$ cat src/rtl/spmv_pkg.sv
// Shared types and constants for the SpMV kernel row-pointer front end.
package spmv_pkg;

  localparam int PTR_W_DEF = 32;
  localparam int LEN_W_DEF = 32;

  // Wide all-ones source; users slice it to their own length width.
  localparam logic [63:0] LEN_SAT = '1;

  typedef enum logic {
    BASE = 1'b0,
    RUN  = 1'b1
  } row_len_state_t;

endpackage

$ cat src/rtl/axis_skid_buf.sv
// Two-entry AXI-Stream register slice: registered ready (= not full), registered output.
module axis_skid_buf #(
  parameter int DW = 33
) (
  input  logic          clk,
  input  logic          rst,
  input  logic          in_valid_i,
  input  logic [DW-1:0] in_data_i,
  output logic          in_ready_o,
  output logic          out_valid_o,
  output logic [DW-1:0] out_data_o,
  input  logic          out_ready_i
);

  logic          out_valid_q, out_valid_d;
  logic [DW-1:0] out_data_q, out_data_d;
  logic          skid_valid_q, skid_valid_d;
  logic [DW-1:0] skid_data_q, skid_data_d;
  logic          in_ready_q;
  logic          push, pop;

  assign push = in_valid_i && in_ready_q;
  assign pop  = out_valid_q && out_ready_i;

  always_comb begin
    // NOTE: every _d starts from its current value so no branch leaves it unassigned (no latch).
    out_valid_d  = out_valid_q;
    out_data_d   = out_data_q;
    skid_valid_d = skid_valid_q;
    skid_data_d  = skid_data_q;
    if (skid_valid_q) begin
      // Full: input is blocked, the skid entry refills the output slot on a pop.
      if (pop) begin
        out_data_d   = skid_data_q;
        skid_valid_d = 1'b0;
      end
    end else if (!out_valid_q || pop) begin
      out_valid_d = push;
      if (push) out_data_d = in_data_i;
    end else if (push) begin
      skid_valid_d = 1'b1;
      skid_data_d  = in_data_i;
    end
  end

  always_ff @(posedge clk) begin
    if (rst) begin
      out_valid_q  <= 1'b0;
      skid_valid_q <= 1'b0;
      in_ready_q   <= 1'b0;
      // NOTE: payload registers are reset too, because the output data has a defined reset value.
      out_data_q   <= '0;
      skid_data_q  <= '0;
    end else begin
      // NOTE: non-blocking updates so every register samples the pre-edge values.
      out_valid_q  <= out_valid_d;
      out_data_q   <= out_data_d;
      skid_valid_q <= skid_valid_d;
      skid_data_q  <= skid_data_d;
      in_ready_q   <= !skid_valid_d;
    end
  end

  assign in_ready_o  = in_ready_q;
  assign out_valid_o = out_valid_q;
  assign out_data_o  = out_data_q;

endmodule

$ cat src/rtl/row_len_gen.sv
// CSR row-pointer stream to per-row nonzero-count stream.
// Optional row/nnz statistics counters enabled by defining ROW_LEN_GEN_STATS_EN.
module row_len_gen
  import spmv_pkg::*;
#(
  parameter int PTR_W = PTR_W_DEF,
  parameter int LEN_W = LEN_W_DEF
) (
  input  logic             clk,
  input  logic             rst,
  input  logic             ptr_valid,
  input  logic [PTR_W-1:0] ptr_data,
  input  logic             ptr_last,
  output logic             ptr_ready,
  output logic             times_valid,
  output logic [LEN_W-1:0] times_data,
  output logic             times_last,
  input  logic             times_ready,
  output logic             mat_done,
  output logic             ptr_err,
  output logic [31:0]      row_cnt,
  output logic [47:0]      nnz_cnt
);

  row_len_state_t   state_q;
  logic [PTR_W-1:0] prev_q;
  logic             ptr_err_q;
  logic             mat_done_q;

  logic             accept;
  logic             out_hs;
  logic [PTR_W-1:0] diff;
  logic             under;
  logic             over;
  logic [LEN_W-1:0] len;

  assign accept = ptr_valid && ptr_ready;
  assign out_hs = times_valid && times_ready;
  assign diff   = ptr_data - prev_q;
  assign under  = ptr_data < prev_q;

  generate
    if (LEN_W < PTR_W) begin : g_ovf
      assign over = |diff[PTR_W-1:LEN_W];
    end else begin : g_no_ovf
      assign over = 1'b0;
    end
  endgenerate

  always_comb begin
    len = diff[LEN_W-1:0];
    if (under)     len = '0;
    else if (over) len = LEN_SAT[LEN_W-1:0];
  end

  // Only pointers after row_ptr[0] produce a length; the buffer supplies ptr_ready.
  axis_skid_buf #(
    .DW (LEN_W + 1)
  ) u_skid (
    .clk         (clk),
    .rst         (rst),
    .in_valid_i  (ptr_valid && (state_q == RUN)),
    .in_data_i   ({ptr_last, len}),
    .in_ready_o  (ptr_ready),
    .out_valid_o (times_valid),
    .out_data_o  ({times_last, times_data}),
    .out_ready_i (times_ready)
  );

  always_ff @(posedge clk) begin
    if (rst) begin
      state_q    <= BASE;
      prev_q     <= '0;
      ptr_err_q  <= 1'b0;
      mat_done_q <= 1'b0;
    end else begin
      mat_done_q <= (out_hs && times_last) || (accept && (state_q == BASE) && ptr_last);
      if (accept) begin
        prev_q <= ptr_data;
        case (state_q)
          BASE: if (!ptr_last) state_q <= RUN;
          RUN: begin
            if (under || over) ptr_err_q <= 1'b1;
            if (ptr_last) state_q <= BASE;
          end
          default: state_q <= BASE;
        endcase
      end
    end
  end

  assign mat_done = mat_done_q;
  assign ptr_err  = ptr_err_q;

`ifdef ROW_LEN_GEN_STATS_EN
  logic [31:0] row_cnt_q, row_cnt_d;
  logic [47:0] nnz_cnt_q, nnz_cnt_d;

  // A handshake in the clearing cycle belongs to the next matrix, so it is kept.
  always_comb begin
    row_cnt_d = mat_done_q ? '0 : row_cnt_q;
    nnz_cnt_d = mat_done_q ? '0 : nnz_cnt_q;
    if (out_hs) begin
      row_cnt_d = row_cnt_d + 32'd1;
      nnz_cnt_d = nnz_cnt_d + 48'(times_data);
    end
  end

  always_ff @(posedge clk) begin
    if (rst) begin
      row_cnt_q <= '0;
      nnz_cnt_q <= '0;
    end else begin
      row_cnt_q <= row_cnt_d;
      nnz_cnt_q <= nnz_cnt_d;
    end
  end

  assign row_cnt = row_cnt_q;
  assign nnz_cnt = nnz_cnt_q;
`else
  assign row_cnt = '0;
  assign nnz_cnt = '0;
`endif

endmodule

$ cat config.mk
export PLATFORM = sky130hd
export DESIGN_NAME = row_len_gen
export DESIGN_NICKNAME = d
export VERILOG_FILES = /design/src/rtl/spmv_pkg.sv /design/src/rtl/axis_skid_buf.sv /design/src/rtl/row_len_gen.sv
export SDC_FILE = /design/constraint.sdc
export NUM_CORES = 1
export LEC_CHECK = 0
export CAP_MARGIN = 10
export CORE_MARGIN = 4
export CORE_UTILIZATION = 51
export CTS_BUF_LIST = sky130_fd_sc_hd__clkbuf_16
export CTS_CLUSTER_SIZE = 16
export DETAILED_ROUTE_END_ITERATION = 16
export PLACE_DENSITY = 0.9
export SLEW_MARGIN = 20
export SYNTH_ARGS = -nofsm -noshare
export SYNTH_HDL_FRONTEND = slang
export SYNTH_SLANG_ARGS = --single-unit
$ cat constraint.sdc
create_clock -name clk -period 4.5 [get_ports clk]
set_input_delay 1.35 -clock clk [delete_from_list [all_inputs] [get_ports clk]]
set_output_delay 1.35 -clock clk [all_outputs]
set_load 0.01 [all_outputs]
==> metrics.md, run 1 <==
| Metric | Value |
|---|---|
| Worst-path clk slew | around 0.070 ns |
| Worst r2r src | u_skid.skid_valid_q |
| # Post-CTS Setup Buffers | 0 |
| Max Cap Violations | 0 |
| Clock network fraction of total power | 0.342 |
| Die height | between 100 and 150 um |
| Crit path capture type | flip-flop |
| CTS tree | yes |
| Clk root buf | clkbuf_16 |
| Die Wd | 120 um |
| Post-synthesis cell count | roughly 850 |
| Run status | complete, no violations |
| Reg2reg end | u_skid.out_data_o[8] |
| GRT Overall Usage | 0.197 |
| Die area | ~14000 um2 |
| WL per Instance | roughly 14 um |
| Hold Path Depth | 2 |
| Setup violators final | 0 |
| Final worst setup slack | 0.305 ns |
| Flop pwr share | 0.432 |
| Initial Utilization | 0.527 |
| Mean post-synth cell area | 7.50 um2 |
| Period utilization | 0.932 |
| Worst-Skew Late Latency | 0.36 ns |
| Met3 WL | 1.09 mm |
| Clk buf depth | 2 |
| DR iter-0 viols | between 400 and 500 |
| Ys flop type | dfxtp_1 |
| Gp weighted congestion | 0.872 |
| PwrDens | slightly above 300 nW/um2 |
| HPWL Detailed | approximately 11 mm |
| Synth area leader | dfxtp_1 |
| Max VDD drop | between 0.00015 and 0.0002 V |
| Pleak | ~2.8 nW |
| Setup TNS Final | 0 ns |
| Slew @ Worst Pin | about 1.1 ns |
| Final-report hold violation count | 0 |
| Worst clock skew | 0.00947 ns |
| Pre-antenna DRT Iters | 5 |
| Vias in the first global route | 4907 |
| DR vias | about 5700 |
| Netlist cell types | 62 |
| Clock sinks | ~100 |
| Hold Path End | u_skid.skid_data_q[23] |
| Final max-slew violation count | 0 |
| PostCTS Resize Cnt | 0 |
| Mapped Area | between 6000 and 7000 um2 |
| Unrepaired setup endpoints after global routing | false |
| Share of post-route cells with drive strength above 1 | 0.0531 |
| Most frequent cells after synthesis | nand2_1 (124), a21oi_1 (114), dfxtp_1 (104) |
| Min-delay src | u_skid.skid_data_q[23] |
| DRT Wirelength | 14.9 mm |
| Critical path data arrival time | approximately 4.5 ns |
| Pre-CTS WS | -0.0265 ns |
| Int Power | around 0.0015 W |
| Synth top area share | 0.326 |
| Logic pwr share | 0.226 |
| Initial antenna violation count | 0 |
| Final ANT Viol Nets | 0 |
| Met1 WL | 6.63 mm |
| Maximum operating frequency | between 200 and 250 MHz |
| Gr ovfl total | 0 |
| Switching pwr | between 0.0006 and 0.0007 W |
| Seq cells post-synth | approximately 100 |
| # DRC | 0 |
| CTS Buf Count | 9 |
| Post-synth EDFFs | 0 |
| Critical Path RT | around 4.8 ns |
| Core box area | about 12000 um2 |
| Number of diodes | 0 |
| Top routing layer used | met4 |
| Nets | 970 |
| Vias/cell | around 5.3 |
| YS warnings | 0 |
| Relative slew slack | 0.284 |
| First-pass GRT wire length | between 20 and 25 mm |
| Worst-path maximum fanout | 7 |
| Synth async-reset ratio | 0 |
| R2R Setup Slk | roughly 1.3 ns |
| Register area share after synthesis | 0.326 |
| Layout area overhead | 13.0% |
| Fin crit period | between 4 and 5 ns |
| Switching share of total power | 0.313 |
| I/O Buffers | 73 |
| H-Tree Level Count | 3 |
| Hold-fix buffer count after cts | 0 |
| Setup crit start kind | primary input |
| WS Path Type | primary input to flip-flop |
| Met2 WL post-DR | slightly below 7 mm |
| Largest net degree at the start of global routing | 58 |
| Most common cell in the synthesized netlist | nand2_1 |
| Top cells by area, synth | dfxtp_1 (33%), buf_4 (9.5%), a21oi_1 (8.9%), nand2_1 (7.3%), ha_1 (6.5%) |
| I/O pin total | 154 |
| Worst-case reg-to-reg path depth | 8 |
| Worst hold-check path type | flip-flop to flip-flop |
| # rows | 40 |
metal layers:
metal,vias to the layer above,GRT usage
li1,2831,-
met1,2584,0.266
met2,237,0.319
met3,24,0.0278
met4,0,0.0766
met5,-,0
through the flow:
stage,power [W],cells,hold slack [ns],utilization,cell area (um2)
floorplan,0.00137,931,0.432,-,6680
global placement,0.00145,1056,0.439,0.573,6930
detailed placement,0.00146,1056,0.445,0.573,6930
CTS,0.00219,1072,0.453,0.595,7210
global route,0.00229,1072,0.466,0.596,7210
finish,0.00220,1072,0.454,0.596,7210
flip-flops by register name, indices dropped and copies added (netlist names):
signal	cells
u_skid.skid_data_q	33
u_skid.in_ready_o	1
u_skid.out_valid_o	1
prev_q	32
mat_done	1
ptr_err	1
u_skid.out_data_o	33
u_skid.skid_valid_q	1
state_q	1
how the worst max path moves through the flow:
stage	start	to	slack [ns]	depth (start not counted)
after global routing	ptr_data[0]	u_skid.out_data_o[0]	0.08	14
final	ptr_data[0]	u_skid.out_data_o[23]	0.31	13
after global placement	ptr_data[0]	u_skid.out_data_o[31]	0.06	14
after detailed placement	ptr_data[0]	u_skid.out_data_o[0]	-0.03	14
after CTS	ptr_data[0]	u_skid.out_data_o[0]	0.34	14
after floorplan	ptr_data[0]	u_skid.out_data_o[31]	0.70	13
worst max-delay path: stages:
cell	delay, ns
clkdlybuf4s50_1	0.48
inv_1	0.06
ha_1	0.21
fa_1	0.38
and2b_1	0.23
o211ai_1	0.13
a21o_1	0.23
a211oi_4	0.28
a31oi_2	0.18
a21o_4	0.30
nor3_1	0.25
a21oi_1	0.09
a211oi_1	0.28
cell type report:
| type | instances | area, um2 |
|---|---|---|
| inverters | 41 | 154 |
| multi-input cells | 658 | 3660 |
| repair buffers | 85 | 828 |
| well taps | 168 | 210 |
| flip-flops and latches | 104 | 2080 |
| clock inverters | 7 | 52.6 |
| fillers | 1053 | 4900 |
| clock buffers | 9 | 225 |
cell usage in the layout, fill, tap and decap left out, types with 7 or more instances in the layout:
master	count
xor2_1	8
nand2_1	123
a21oi_1	113
xnor2_1	20
inv_1	40
nor3_1	18
a31oi_1	8
clkdlybuf4s50_1	72
nor2_1	84
dfxtp_1	103
o211ai_1	7
a21o_1	16
ha_1	33
clkbuf_16	9
o21ai_0	36
buf_4	11
nand3_1	19
a211oi_1	8
conb_1	80
cell families after synthesis:
group / share of synthesized area
buffers and inverters: 0.148
flip-flops: 0.326
XOR/XNOR: 0.0384
adder cells (fa/ha/maj): 0.0678
AO/OA/AOI/OAI: 0.223
other: 0.000587
AND/OR/NAND/NOR: 0.190
multiplexers: 0.00627
power groups by stage:
stage               sequential (W)  clock, W  combinational (W)
floorplan                 0.000974         0           0.000393
global route              0.000954  0.000795           0.000542
global placement          0.000973         0           0.000475
detailed placement        0.000973         0           0.000482
CTS                       0.000952  0.000753           0.000488
finish                    0.000952  0.000753           0.000498
Note: power is estimated with default switching activity, not from simulation.
==> inputs of run 2 (changes only) <==
- clock period: 4.5 -> 3.88 ns (I/O delays scaled with it)
==> run 2 against run 1 <==
  * Flip-flop and latch count is the same
  * Global-route usage grew 3.3 points
  * Via count grew 9.3%
==> metrics.md, run 2 (same netlist as run 1, synthesis figures left out) <==
| Metric | Value |
|---|---|
| Run status | complete, no violations |
| Largest net degree at the start of global routing | ~70 |
| HPWL Detailed | 12.0 mm |
| Critical path data arrival time | about 4 ns |
| Max VDD drop | a little under 0.0002 V |
| DR vias | 6205 |
| Most frequent cells in the layout | nand2_1 (124), a21oi_1 (110), dfxtp_1 (103), buf_4 (86), nor2_1 (84) |
| Maximum operating frequency | around 260 MHz |
| CTS Buf Count | 9 |
| Worst-Skew Late Latency | around 0.36 ns |
| Final max-slew violation count | 0 |
| Nets | 1046 |
| Commonest non-fill, non-tap cell in the layout | nand2_1 |
| Gr ovfl total | 0 |
| GRT Overall Usage | 0.230 |
| Buffers plus inverters on the worst setup path | 3 |
| Number of diodes | 0 |
| Core box area | 12100 um2 |
| Initial antenna violation count | 0 |
| Period utilization | 0.986 |
| DRT Wirelength | 17.0 mm |
| Pre-CTS WS | -0.522 ns |
| Die height | ~120 um |
| I/O pin total | approximately 150 |
| Worst hold-check path type | flip-flop to flip-flop |
| Vias/cell | approximately 5.4 |
| Worst-path maximum fanout | 2 |
| Die area | ~14000 um2 |
| Initial Utilization | 0.527 |
| DR iter-0 viols | 515 |
| Worst-path clk slew | approximately 0.070 ns |
| Clk root buf | clkbuf_16 |
| WL per Instance | 14.8 um |
| Critical Path RT | 4.15 ns |
| H-Tree Level Count | 3 |
| Dpl cells | 1125 |
| Layout area overhead | 23.2% |
| Clk buf depth | 2 |
| Die Wd | approximately 120 um |
| First-pass GRT wire length | 27.4 mm |
| Gp weighted congestion | 0.861 |
| Max stage delay on crit path | between 0.3 and 0.4 ns |
| Clock sinks | approximately 100 |
| Final ANT Viol Nets | 0 |
| I/O Buffers | between 70 and 80 |
| Crit path max-delay family | compound AO/OA/AOI/OAI gates |
| Final std cells w/o fill | ~1100 |
| Setup crit start kind | primary input |
| Fin crit period | 3.82 ns |
| WS Path Type | primary input to flip-flop |
| CTS tree | yes |
| PwrDens | about 340 nW/um2 |
| Final worst setup slack | ~0.056 ns |
| Pleak | around 3.2 nW |
| Relative slew slack | 0.268 |
| Max Cap Violations | 0 |
| Worst clock skew | approximately 0.008 ns |
| Final-report hold violation count | 0 |
| Hold-fix buffer count after cts | 0 |
| # rows | 40 |
| Pre-antenna DRT Iters | 7 |
| Critical path cell sequence | dlygate4sd2_1 -> inv_1 -> ha_2 -> fa_2 -> and2b_1 -> o211ai_1 -> a21o_1 -> a211oi_4 -> buf_4 -> a21oi_2 -> o31ai_2 -> xor2_1 -> a221oi_1 -> nor3_1 |
| Setup violators final | 0 |
| Vias in the first global route | 5966 |
| Share of post-route cells with drive strength above 1 | 0.139 |
| Crit path capture type | flip-flop |
| CP max stage cell | fa_2 |
| Slew @ Worst Pin | 1.10 ns |
| # DRC | 0 |
run 2: changes by cell type in the layout (fill, tap and decap cells not counted), moves of 2 or more:
cell | before | now
nor3_1 | 18 | 16
a21oi_2 | 2 | 5
xnor2_1 | 20 | 18
inv_8 | 0 | 2
a21oi_1 | 113 | 110
xnor2_2 | 0 | 2
clkinv_4 | 2 | 0
buf_4 | 11 | 86
o21ai_0 | 36 | 34
o21ai_1 | 4 | 6
run 2: final timing paths:
| kind | depth (start not counted) | end | slack, ns | startpoint |
|---|---|---|---|---|
| worst max-delay path | 14 | u_skid.out_data_o[26] | 0.06 | ptr_data[0] |
| worst min-delay path | 2 | prev_q[24] | 0.45 | prev_q[24] |
| worst max register to register | 12 | u_skid.out_data_o[26] | 0.86 | prev_q[0] |
| worst min register to register | 2 | prev_q[24] | 0.45 | prev_q[24] |
run 2: metal layers:
metal	vias up	GRT usage	routed length [um]
li1	2974	-	-
met1	2855	0.291	6910
met2	320	0.377	8260
met3	56	0.0419	1260
met4	0	0.115	586
met5	-	0	0
run 2: through the flow:
step / area, um2 / hold WS (ns) / util / TNS [ns] / power [W]
final: 7870 / 0.454 / 0.650 / 0 / 0.00270
after global routing: 7870 / 0.477 / 0.650 / -0.115 / 0.00281
after CTS: 7820 / 0.453 / 0.646 / 0 / 0.00267
after detailed placement: 7460 / 0.444 / 0.616 / -20.79 / 0.00178
after global placement: 7460 / 0.439 / 0.616 / -12.31 / 0.00176
after floorplan: 6680 / 0.432 / - / 0 / 0.00158
run 2: final cells by class:
class,count,area (um2)
fillers,929,4240
flip-flops and latches,104,2080
clock buffers,9,225
clock inverters,6,52.6
multi-input cells,658,3730
repair buffers,161,1410
inverters,41,154
well taps,168,210
run 2: power breakdown:
group / total [W] / leakage [nW] / switching [W] / internal (W)
combinational: 0.000706 / 2.22 / 0.000399 / 0.000307
sequential: 0.00110 / 0.843 / 0.0000138 / 0.00109
clock: 0.000889 / 0.136 / 0.000444 / 0.000445
total: 0.00270 / 3.20 / 0.000857 / 0.00184
run 2: tightest hold or removal path, delay by kind of cell (launching register included):
| family | cells | cell delay (ns) |
|---|---|---|
| DFF | 1 | 0.31 |
| AOI/OAI and AO/OA | 1 | 0.05 |
| and+or+nand+nor | 1 | 0.05 |
run 2: timing repair:
action,CTS,global route
pin swaps,10,7
setup endpoints to repair,27,17
resized for setup,10,7
setup buffers,6,1
==> inputs of run 3 (changes only) <==
- GPL_ROUTABILITY_DRIVEN: default -> 0
- SLEW_MARGIN: 20 -> default
==> results of run 3 <==
Same layout as run 2: the final DEF is identical, and so are final timing and power.
